## config.mk

```make
export PLATFORM = sky130hd
export DESIGN_NAME = dsp_row_feeder
export DESIGN_NICKNAME = d
export VERILOG_FILES = /design/src/rtl/dsp_pkg.sv /design/src/rtl/skew_sreg.sv /design/src/rtl/dsp_row_feeder.sv
export SDC_FILE = /design/constraint.sdc
export NUM_CORES = 1
export LEC_CHECK = 0
export CAP_MARGIN = 20
export CELL_PAD_IN_SITES_DETAIL_PLACEMENT = 0
export CELL_PAD_IN_SITES_GLOBAL_PLACEMENT = 1
export CORE_ASPECT_RATIO = 1.75
export CORE_MARGIN = 3
export CORE_UTILIZATION = 50
export DETAILED_ROUTE_END_ITERATION = 10
export DONT_BUFFER_PORTS = 1
export PLACE_DENSITY_LB_ADDON = 0.1
export SLEW_MARGIN = 15
export SYNTH_ARGS = -nofsm -noshare
export SYNTH_HDL_FRONTEND = slang
export SYNTH_SLANG_ARGS = --single-unit
```

## constraint.sdc

```tcl
create_clock -name clk -period 4.5 [get_ports clk]
set_clock_uncertainty 0.2 [all_clocks]
set_input_delay 1.125 -clock clk [delete_from_list [all_inputs] [get_ports clk]]
set_output_delay 1.125 -clock clk [all_outputs]
set_load 0.01 [all_outputs]
```

## src/rtl/dsp_pkg.sv

```systemverilog
// rtl/dsp_pkg.sv - shared DSP array types and pipeline constants
package dsp_pkg;

    // Activation width on the horizontal PE bus.
    localparam int HW_DSP_HOR_BUS_DW = 8;

    // Cycles from a PE left_in value to its effect in the PE psum register.
    // Both the PE and the row feeder default to this, so they stay aligned.
    localparam int DSP_PIPE_LAT = 4;

    typedef enum logic [1:0] {
        IDLE   = 2'd0,
        STREAM = 2'd1,
        DRAIN  = 2'd2
    } feeder_state_e;

endpackage

```

## src/rtl/skew_sreg.sv

```systemverilog
// rtl/skew_sreg.sv - zero-resettable shift register used for per-row skew
//
// Ports:
//   clk  - clock
//   rst  - synchronous active-high reset, clears every stage to zero
//   din  - value shifted into stage 0 each cycle
//   dout - last stage; din appears here DEPTH cycles later
module skew_sreg #(
    parameter int DW    = 8,
    parameter int DEPTH = 1
) (
    input  logic          clk,
    input  logic          rst,
    input  logic [DW-1:0] din,
    output logic [DW-1:0] dout
);

    logic [DW-1:0] stage [DEPTH];

    always_ff @(posedge clk) begin
        if (rst) begin
            for (int i = 0; i < DEPTH; i++) begin
                stage[i] <= '0;
            end
        end else begin
            stage[0] <= din;
            for (int i = 1; i < DEPTH; i++) begin
                stage[i] <= stage[i-1];
            end
        end
    end

    assign dout = stage[DEPTH-1];

endmodule

```

## src/rtl/dsp_row_feeder.sv

```systemverilog
// rtl/dsp_row_feeder.sv - skewing activation feeder and drain sequencer for the PE array
//
// Ports:
//   clk          - clock
//   rst          - synchronous active-high reset
//   s_valid      - input vector valid
//   s_ready      - feeder can accept a vector (low while draining)
//   s_data       - input vector, row r at [r*HOR_BUS_DW +: HOR_BUS_DW]
//   s_last       - vector is the last of the reduction tile
//   left_out     - skewed activations, row r delayed r+1 cycles from accept
//   psum_sel_out - per-row one-cycle drain select, skewed like the data
//   busy         - feeder is streaming or draining
//   tile_done    - one-cycle pulse in the final drain cycle
module dsp_row_feeder
    import dsp_pkg::*;
#(
    parameter int ROWS       = 4,
    parameter int HOR_BUS_DW = HW_DSP_HOR_BUS_DW,
    parameter int DSP_LAT    = DSP_PIPE_LAT,
    parameter int CNT_W      = $clog2(ROWS + DSP_LAT + 1)
) (
    input  logic                       clk,
    input  logic                       rst,
    input  logic                       s_valid,
    output logic                       s_ready,
    input  logic [ROWS*HOR_BUS_DW-1:0] s_data,
    input  logic                       s_last,
    output logic [ROWS*HOR_BUS_DW-1:0] left_out,
    output logic [ROWS-1:0]            psum_sel_out,
    output logic                       busy,
    output logic                       tile_done
);

    localparam int DRAIN_CYCLES = ROWS + DSP_LAT;

    feeder_state_e state;
    logic [CNT_W-1:0] drain_cnt;
    logic accept;
    logic sel_seed;

    assign s_ready = (state != DRAIN);
    assign busy    = (state != IDLE);
    assign accept  = s_valid & s_ready;

    // drain_cnt is 0 in the first drain cycle (last accept + 1). Seeding the
    // pulse chain at DSP_LAT-1 puts row 0's select DSP_LAT cycles after its
    // last activation hit the array; the chain then adds one cycle per row,
    // matching the data skew. Assumes DSP_LAT >= 1.
    assign sel_seed = (state == DRAIN) && (drain_cnt == CNT_W'(DSP_LAT - 1));

    always_ff @(posedge clk) begin
        if (rst) begin
            state        <= IDLE;
            drain_cnt    <= '0;
            psum_sel_out <= '0;
            tile_done    <= 1'b0;
        end else begin
            tile_done    <= 1'b0;
            psum_sel_out <= {psum_sel_out[ROWS-2:0], sel_seed};
            case (state)
                IDLE: begin
                    drain_cnt <= '0;
                    if (accept) begin
                        state <= s_last ? DRAIN : STREAM;
                    end
                end
                STREAM: begin
                    if (accept && s_last) begin
                        state <= DRAIN;
                    end
                end
                DRAIN: begin
                    if (drain_cnt == CNT_W'(DRAIN_CYCLES - 1)) begin
                        state     <= IDLE;
                        drain_cnt <= '0;
                    end else begin
                        drain_cnt <= drain_cnt + 1'b1;
                    end
                    // Registered, so raised one count early to coincide with
                    // the final drain cycle and the last row's select.
                    if (drain_cnt == CNT_W'(DRAIN_CYCLES - 2)) begin
                        tile_done <= 1'b1;
                    end
                end
                default: begin
                    state     <= IDLE;
                    drain_cnt <= '0;
                end
            endcase
        end
    end

    // Row r has depth r+1; non-accepted cycles feed zeros, which add nothing
    // to the accumulation and flush the skew by the end of the drain.
    for (genvar r = 0; r < ROWS; r++) begin : g_row
        skew_sreg #(
            .DW   (HOR_BUS_DW),
            .DEPTH(r + 1)
        ) u_skew (
            .clk (clk),
            .rst (rst),
            .din (accept ? s_data[r*HOR_BUS_DW +: HOR_BUS_DW] : '0),
            .dout(left_out[r*HOR_BUS_DW +: HOR_BUS_DW])
        );
    end

endmodule

```

**Yosys cells after proc, flatten, opt, wreduce, memory -nomap -nowiden**

Memory sizes are Yosys's and may differ from the RTL's.
Index checks and enable logic that the tools add are counted.

- Muxes and demuxes: 26
- Reductions and logical operators: 7
- Equality and inequality tests: 9
- Bitwise operators: 11
- $add $sub $neg: 1

Operator list:

| kind | number |
|---|---|
| 2-to-1 mux 8 bit | 14 |
| bitwise OR 1 bit | 9 |
| equality test 4 x 3 -> 1 bit (second input constant) | 2 |
| 2-to-1 mux 2 bit | 4 |
| case mux 4 bit (2 select lines) | 1 |
| OR reduction 8 bit | 1 |
| != test 2 bit (second input constant) | 3 |
| case mux 2 bit (3 select lines) | 1 |
| 2-to-1 mux 1 bit | 5 |
| adder 4 x 1 -> 4 bit (second input constant) | 1 |
| equality test 4 x 2 -> 1 bit (second input constant) | 1 |
| 2-to-1 mux 4 bit | 1 |
| AND reduction 3 bit | 1 |
| equality test 2 x 1 -> 1 bit (second input constant) | 1 |
| equality test 2 bit (second input constant) | 1 |
| logical AND 1 bit | 2 |
| zero test 2 bit | 1 |
| != test 2 x 1 -> 1 bit (second input constant) | 1 |
| nonzero test 2 bit | 1 |
| OR reduction 2 bit | 1 |
| bitwise AND 1 bit | 1 |
| NOT 1 bit | 1 |

- Flip-flop bits (word level): 11
- Input bits: 36
- Memories kept: 4
- RAM bits: 80
- Output and inout bits: 39
- Logic and storage cells: 62

Memory list:

| memory | depth | bits a word | rd ports | clocked after memory_dff | wr ports | line | source |
|---|---|---|---|---|---|---|---|
| g_row[3].u_skew.stage | 4 | 8 | 4 | 0 | 4 | skew_sreg.sv:18 | `logic [DW-1:0] stage [DEPTH];` |
| g_row[2].u_skew.stage | 3 | 8 | 3 | 0 | 3 | skew_sreg.sv:18 |  |
| g_row[1].u_skew.stage | 2 | 8 | 2 | 0 | 2 | skew_sreg.sv:18 |  |
| g_row[0].u_skew.stage | 1 | 8 | 1 | 0 | 1 | skew_sreg.sv:18 |  |

**Depth between registers and ports, before layout**

- Word-level depth: 5
- Gate-level depth with buffers: 4
- Mapped depth without buffers: 4

**Cells and area by module**

From an unflattened synthesis, not the netlist that was laid out.

- Cells, all modules: 266
- Area, all modules: 3,022.9 um2

Modules (own cells, without submodules):

| module | cells an instance | area an instance (um2) | instances | sequential area each (um2) |
|---|---|---|---|---|
| skew_sreg (g_row[3].u_skew) | 67 | 863.3 | 1 | 640.6 |
| skew_sreg (g_row[2].u_skew) | 58 | 753.2 | 1 | 480.5 |
| dsp_row_feeder | 84 | 671.9 | 1 | 220.2 |
| skew_sreg (g_row[1].u_skew) | 41 | 524.3 | 1 | 320.3 |
| skew_sreg (g_row[0].u_skew) | 16 | 210.2 | 1 | 160.2 |

**Worst setup path before layout**

OpenSTA, ideal clock, no wires.

- Kind: register -> output
- Start point: register state[0]
- End point: output port s_ready
- Data required time: 3.175 ns
- Stages on the path, launching flop included: 3
- Slack: 2.485 ns
- Buffers on the path: 0
- Arrival time: 0.690 ns
- Cell sequence: dfxtp_1 > and2b_2 > inv_2

- Longest elaborated chain between the ends: 1

Ends and longest elaborated chain:

| element | line | source |
|---|---|---|
| start, declared | dsp_row_feeder.sv:36 | `feeder_state_e state;` |
| start signal, assigned | dsp_row_feeder.sv:64 | `state <= s_last ? DRAIN : STREAM;` |
| != test 2 bit | dsp_row_feeder.sv:41 | `assign s_ready = (state != DRAIN);` |
| end, declared | dsp_row_feeder.sv:25 | `output logic s_ready,` |

Every way passes these cells.

**Worst setup path after layout**

Same ends and word-level chain as after synthesis.

==> impl_metrics.ini <==
[outcome]
outcome = completed

[routing]
drc = 0
drt.antenna.violating_nets = 0
finalWirelength_mm = 3.680
via_per_inst = 4.818
post_drt_wl_per_cell_um = 13.38
num_vias = 1325
drtIter0Drc = 53
first_pass_iters = 4

[setup_path]
start_kind = flip-flop
crit_fanout = 6
crit_required_ns = 3.17
worst_ep_arrival_time_ns = 1.16
path_class = reg2out
cp-end-kind = output port
rr_worst_depth = 3

[power_and_ir_drop]
clkPwrFrac_pct = 37.5
ir_worst_vdd_mv = 0.3333
p_int_w = 0.001113
p_seq_share_pct = 60.4
p_sw_share_pct = 19.82
powerDensity_nw_per_um2 = 492.3
comb_power_share_pct = 2.1
switchingPower_w = 0.0002751
leakagePower_nw = 1.109
finalPower_w = 0.001388

[timing]
tightest_slew_ns = 0.8160
max_slew_margin_pct = 45.54
fin_setup_tns_ns = 0
setup-violations-final = 0
min_period_ns = 2.487
period_share_pct = 55.28
drv_slew = 0
hold_viol = 0
rsz0062_at_grt = false
clock.fmax_ghz = 0.4020
fin_ws_ns = 2.013

[place]
place_ws_ns = 1.860
hpwl_mm = 2.553
place_area_um2 = 2620
port-buffer-count = 0
place_congestion = 0.6777

[floorplanning]
start_util_pct = 53.01
die_w_um = 61.62
core_um2 = 5105
rows = 34
die_area_um2 = 6366
die_h_um = 103.3
io_pins = 75

[clock_tree]
clk_pin_slew_ns = 0.08
htree_levels = 3
post_cts_resized = 0
cts_hold_buf = 0
post-cts-setup-buffers = 0
cts_tree = built
cts_num_sinks = 91
cts_root_buf = clkbuf_8
clock_latency_ns = 0.34
cts_buffers = 9
cts_buffer_depth = 2

[logic_synthesis]
netlist_area_um2 = 2706
seq_area_frac_synth_pct = 67.31
synth_top_area_cell = dfxtp_1
synth_area_leaders = dfxtp_1 (67%), nor2b_1 (12%), and2_1 (7.4%)
synth.top_cell.area_share_pct = 67.31
synth_cells = 231
ys_ff_latch = 91
yosysWarnings = 0
ys_types = 26
avgSynthCellArea_um2 = 11.72
syn-num-nets = 269

[cells_and_area]
layout_commonest_cell = dfxtp_1
layout-drive-gt1-share_pct = 8.597
finish.net_count = 255
utilization_pct = 55.22
syn2layout_area_growth_pct = 4.161
postLayoutCellArea_um2 = 2819
n_antenna_cell = 0
final_cell_mix = dfxtp_1 (91), nor2b_1 (52), and2_1 (32)

[min_path]
min_path_cells = 1
hp-class = reg2reg

[global_routing]
grt_pass1_wl_mm = 5.775
grt-ovfl-total = 0
grt_start_max_net_pins = 62
grt_antenna_before_repair = 0
grt_usage_pct = 12.97
grt_pass1_vias = 1255

[run]
drv_cap = 0
## final timing paths
kind,from,endpoint,slack [ns]
min reg2reg,g_row[3].u_skew.stage[0][5],g_row[3].u_skew.stage[1][5],0.24
max,state[0],s_ready,2.01
max reg2reg,state[0],g_row[0].u_skew.stage[0][3],2.63
min,g_row[3].u_skew.stage[0][5],g_row[3].u_skew.stage[1][5],0.24
## Yosys cell counts
library cell  count
nand3b_1          2
nand2_1           3
nor3b_2           1
nand2b_1          2
or2_2             2
nor4_1            2
o31ai_1           1
nand3_1           2
ha_1              2
o21ai_0           1
and2_1           32
nor2b_1          52
a21oi_1           1
and2b_2           1
dfxtp_1          91
nor2_1            3
a2bb2oi_1         1
clkbuf_1          9
nor3b_1           1
a211oi_1          1
or4b_1            1
a2111oi_0         1
a31oi_1           1
inv_2             1
buf_4            16
inv_1             1
## layout make-up
cell class,count,area [um2]
fill,450,2286
sequential,91,1822
multi-input combinational,113,729.5
clock buffer,11,141.4
tap,54,67.56
clock inverter,4,51.30
inverter,2,7.507
## per-layer routing
metal | global-route usage (%) | share of wire [%]
met1 | 14.89 | 41
met2 | 18.48 | 47
met3 | 5.466 | 8.6
met4 | 10.13 | 3.2
met5 | 0 | 0
## logic make-up (layout without fill, tap and decap cells)
logic type / count (synthesis) / count (layout) / synth area share, %
buffers and inverters: 27 / 17 / 5.964
AND/OR/NAND/NOR: 104 / 104 / 23.99
adder cells (fa/ha/maj): 2 / 2 / 0.9245
AO/OA/AOI/OAI: 7 / 7 / 1.803
flip-flops: 91 / 91 / 67.31
## power groups by stage
stage / Combinational (W) / Clock [W] / Sequential [W]
floorplan: 0.0000375 / 0 / 0.000853
global placement: 0.0000278 / 0 / 0.000857
detailed placement: 0.0000291 / 0 / 0.000858
CTS: 0.0000292 / 0.000533 / 0.000839
global route: 0.0000337 / 0.000567 / 0.000841
finish: 0.0000293 / 0.000520 / 0.000839
## flip-flops by register name (all words and copies together) (netlist names)
| name | flops |
|---|---|
| g_row.u_skew.stage | 80 |
| drain_cnt | 4 |
| psum_sel_out | 4 |
| state | 2 |
| tile_done | 1 |
## through the flow
step / cells / hold slack [ns]
2_1_floorplan: 231 / 0.2138
3_3_place_gp: 260 / 0.2212
3_5_place_dp: 260 / 0.2204
4_1_cts: 275 / 0.2349
5_1_grt: 275 / 0.2407
6_report: 275 / 0.2355
## critical path, stage by stage, from the launching register on
cell and delay [ns]:
dfxtp_1 0.40, and2b_2 0.29, inv_2 0.14
Note: power is estimated with default switching activity, not from simulation.
==> variant, RTL diff (same settings) <==
Make the reset (`rst`) asynchronous in 2 clocked blocks. Comments in the files are not updated.
--- a/src/rtl/skew_sreg.sv
+++ b/src/rtl/skew_sreg.sv
@@ -18,5 +18,5 @@
     logic [DW-1:0] stage [DEPTH];
 
-    always_ff @(posedge clk) begin
+    always_ff @(posedge clk or posedge rst) begin
         if (rst) begin
             for (int i = 0; i < DEPTH; i++) begin
--- a/src/rtl/dsp_row_feeder.sv
+++ b/src/rtl/dsp_row_feeder.sv
@@ -49,5 +49,5 @@
     assign sel_seed = (state == DRAIN) && (drain_cnt == CNT_W'(DSP_LAT - 1));
 
-    always_ff @(posedge clk) begin
+    always_ff @(posedge clk or posedge rst) begin
         if (rst) begin
             state        <= IDLE;
Behaviour: differs if rst is asserted again (counterexample within 4 cycles, from zero or initial values and one cycle with rst high); with rst held inactive, the same outputs for 10 cycles.
==> variant against the original RTL <==
Area after synthesis rose by 6.2%. Critical path depth did not move. Routed wire length rose by 1.8%. Sequential cell count did not move. Design area rose by 5.1%. Setup slack got worse by 150 ps. Sequential share of layout area rose by 12 points.
Power is not compared: it rests on default switching activity, and its combinational part moved more than twofold at a synthesized area within 25%.
==> variant: results (changes against the original RTL) <==
| Metric | Value |
|---|---|
| WHS Path Cells | 0 (-1) |
| Post-DP HPWL | 2620 µm (+2.7%) |
| FF-to-FF Start | state[0] |
| Post-Place Cells | 226 (-13%) |
| Top_reg_cell synth | dfrtp_1 |
| Met3 Track Usage GR | 5.71% (+0.24 points) |
| Seq/total area | 76.9% (+12 points) |
| Signal buf overhead | 0.253% (+0.25 points) |
| Plain + repair buffers | 1 (+1) |
| WL met2 | 2050 µm (+18%) |
| Share of cells above drive strength 1 | 14.3% (+5.7 points) |
| Asr flop ratio synth | 100% (+100 points) |
| Post-synthesis sequential area ratio | 79.2% (+12 points) |
| Pre-Repair DR Iteration Count | 3 (-1) |
| Final #Nets | 201 (-21%) |
| Vias in the first global route | 1242 (-1.0%) |
| Cell Area, Placed | 0.00275 mm² (+5.1%) |
| Clock-cell share | 7.05% (+0.22 points) |
| Status | completed |
| Hold Startpoint | g_row[2].u_skew.stage[18] |
| Slew margin rel. | 50.4% (+4.8 points) |
| Arr. time, crit path | 1310 ps (+150 ps) |
| Final cell count without fillers | 242 (-12%) |
| Routed WL per cell | 15.5 µm (+16%) |
| Met1 Use GR | 14.7% (-0.17 points) |
| Reg-to-reg slack, setup | 2910 ps (+280 ps) |
| Max FFs per register | 48 (-40%) |
| Multi-input gate share of the layout cell area | 12.2% (-14 points) |
| Top cells by area, synth | dfrtp_1, and3_1, buf_4 |
| CLK BUF | 10 (-1) |
| Hold Crit Endpoint | g_row[2].u_skew.stage[10] |
| R2R cell count | 4 (+1) |
| Via density | 4.87 (+1.0%) |
| Logic inverters | 4 (+2) |
| GRT Overall Usage | 12.8% (-0.19 points) |
| Met1 WL | 1320 µm (-13%) |
## variant: cells by family after synthesis
logic type      Yosys count  synth area share [%]
compound gates            9                  2.09
buf+inv                  35                  8.23
flops                    91                  79.2
fa+ha+maj                 2                 0.871
simple gates             45                  9.58
## variant: how the worst max path moves through the flow
stage | startpoint | to | slack, ps | depth (start not counted)
5_1_grt | state[1] | s_ready | 1740 | 2
3_5_place_dp | rst | g_row[1].u_skew.dout[5] | 2110 | 2
2_1_floorplan | rst | drain_cnt[0] | 810 | 1
6_report | state[1] | s_ready | 1870 | 2
3_3_place_gp | rst | g_row[0].u_skew.dout[4] | 2180 | 2
4_1_cts | state[1] | s_ready | 1860 | 2
## variant: power groups by stage
stage	registers (µW)	logic, µW	clock network, µW
2_1_floorplan	1010	218	0
3_3_place_gp	1040	150	0
3_5_place_dp	1050	156	0
4_1_cts	1030	157	558
5_1_grt	1040	183	597
6_report	1030	154	540
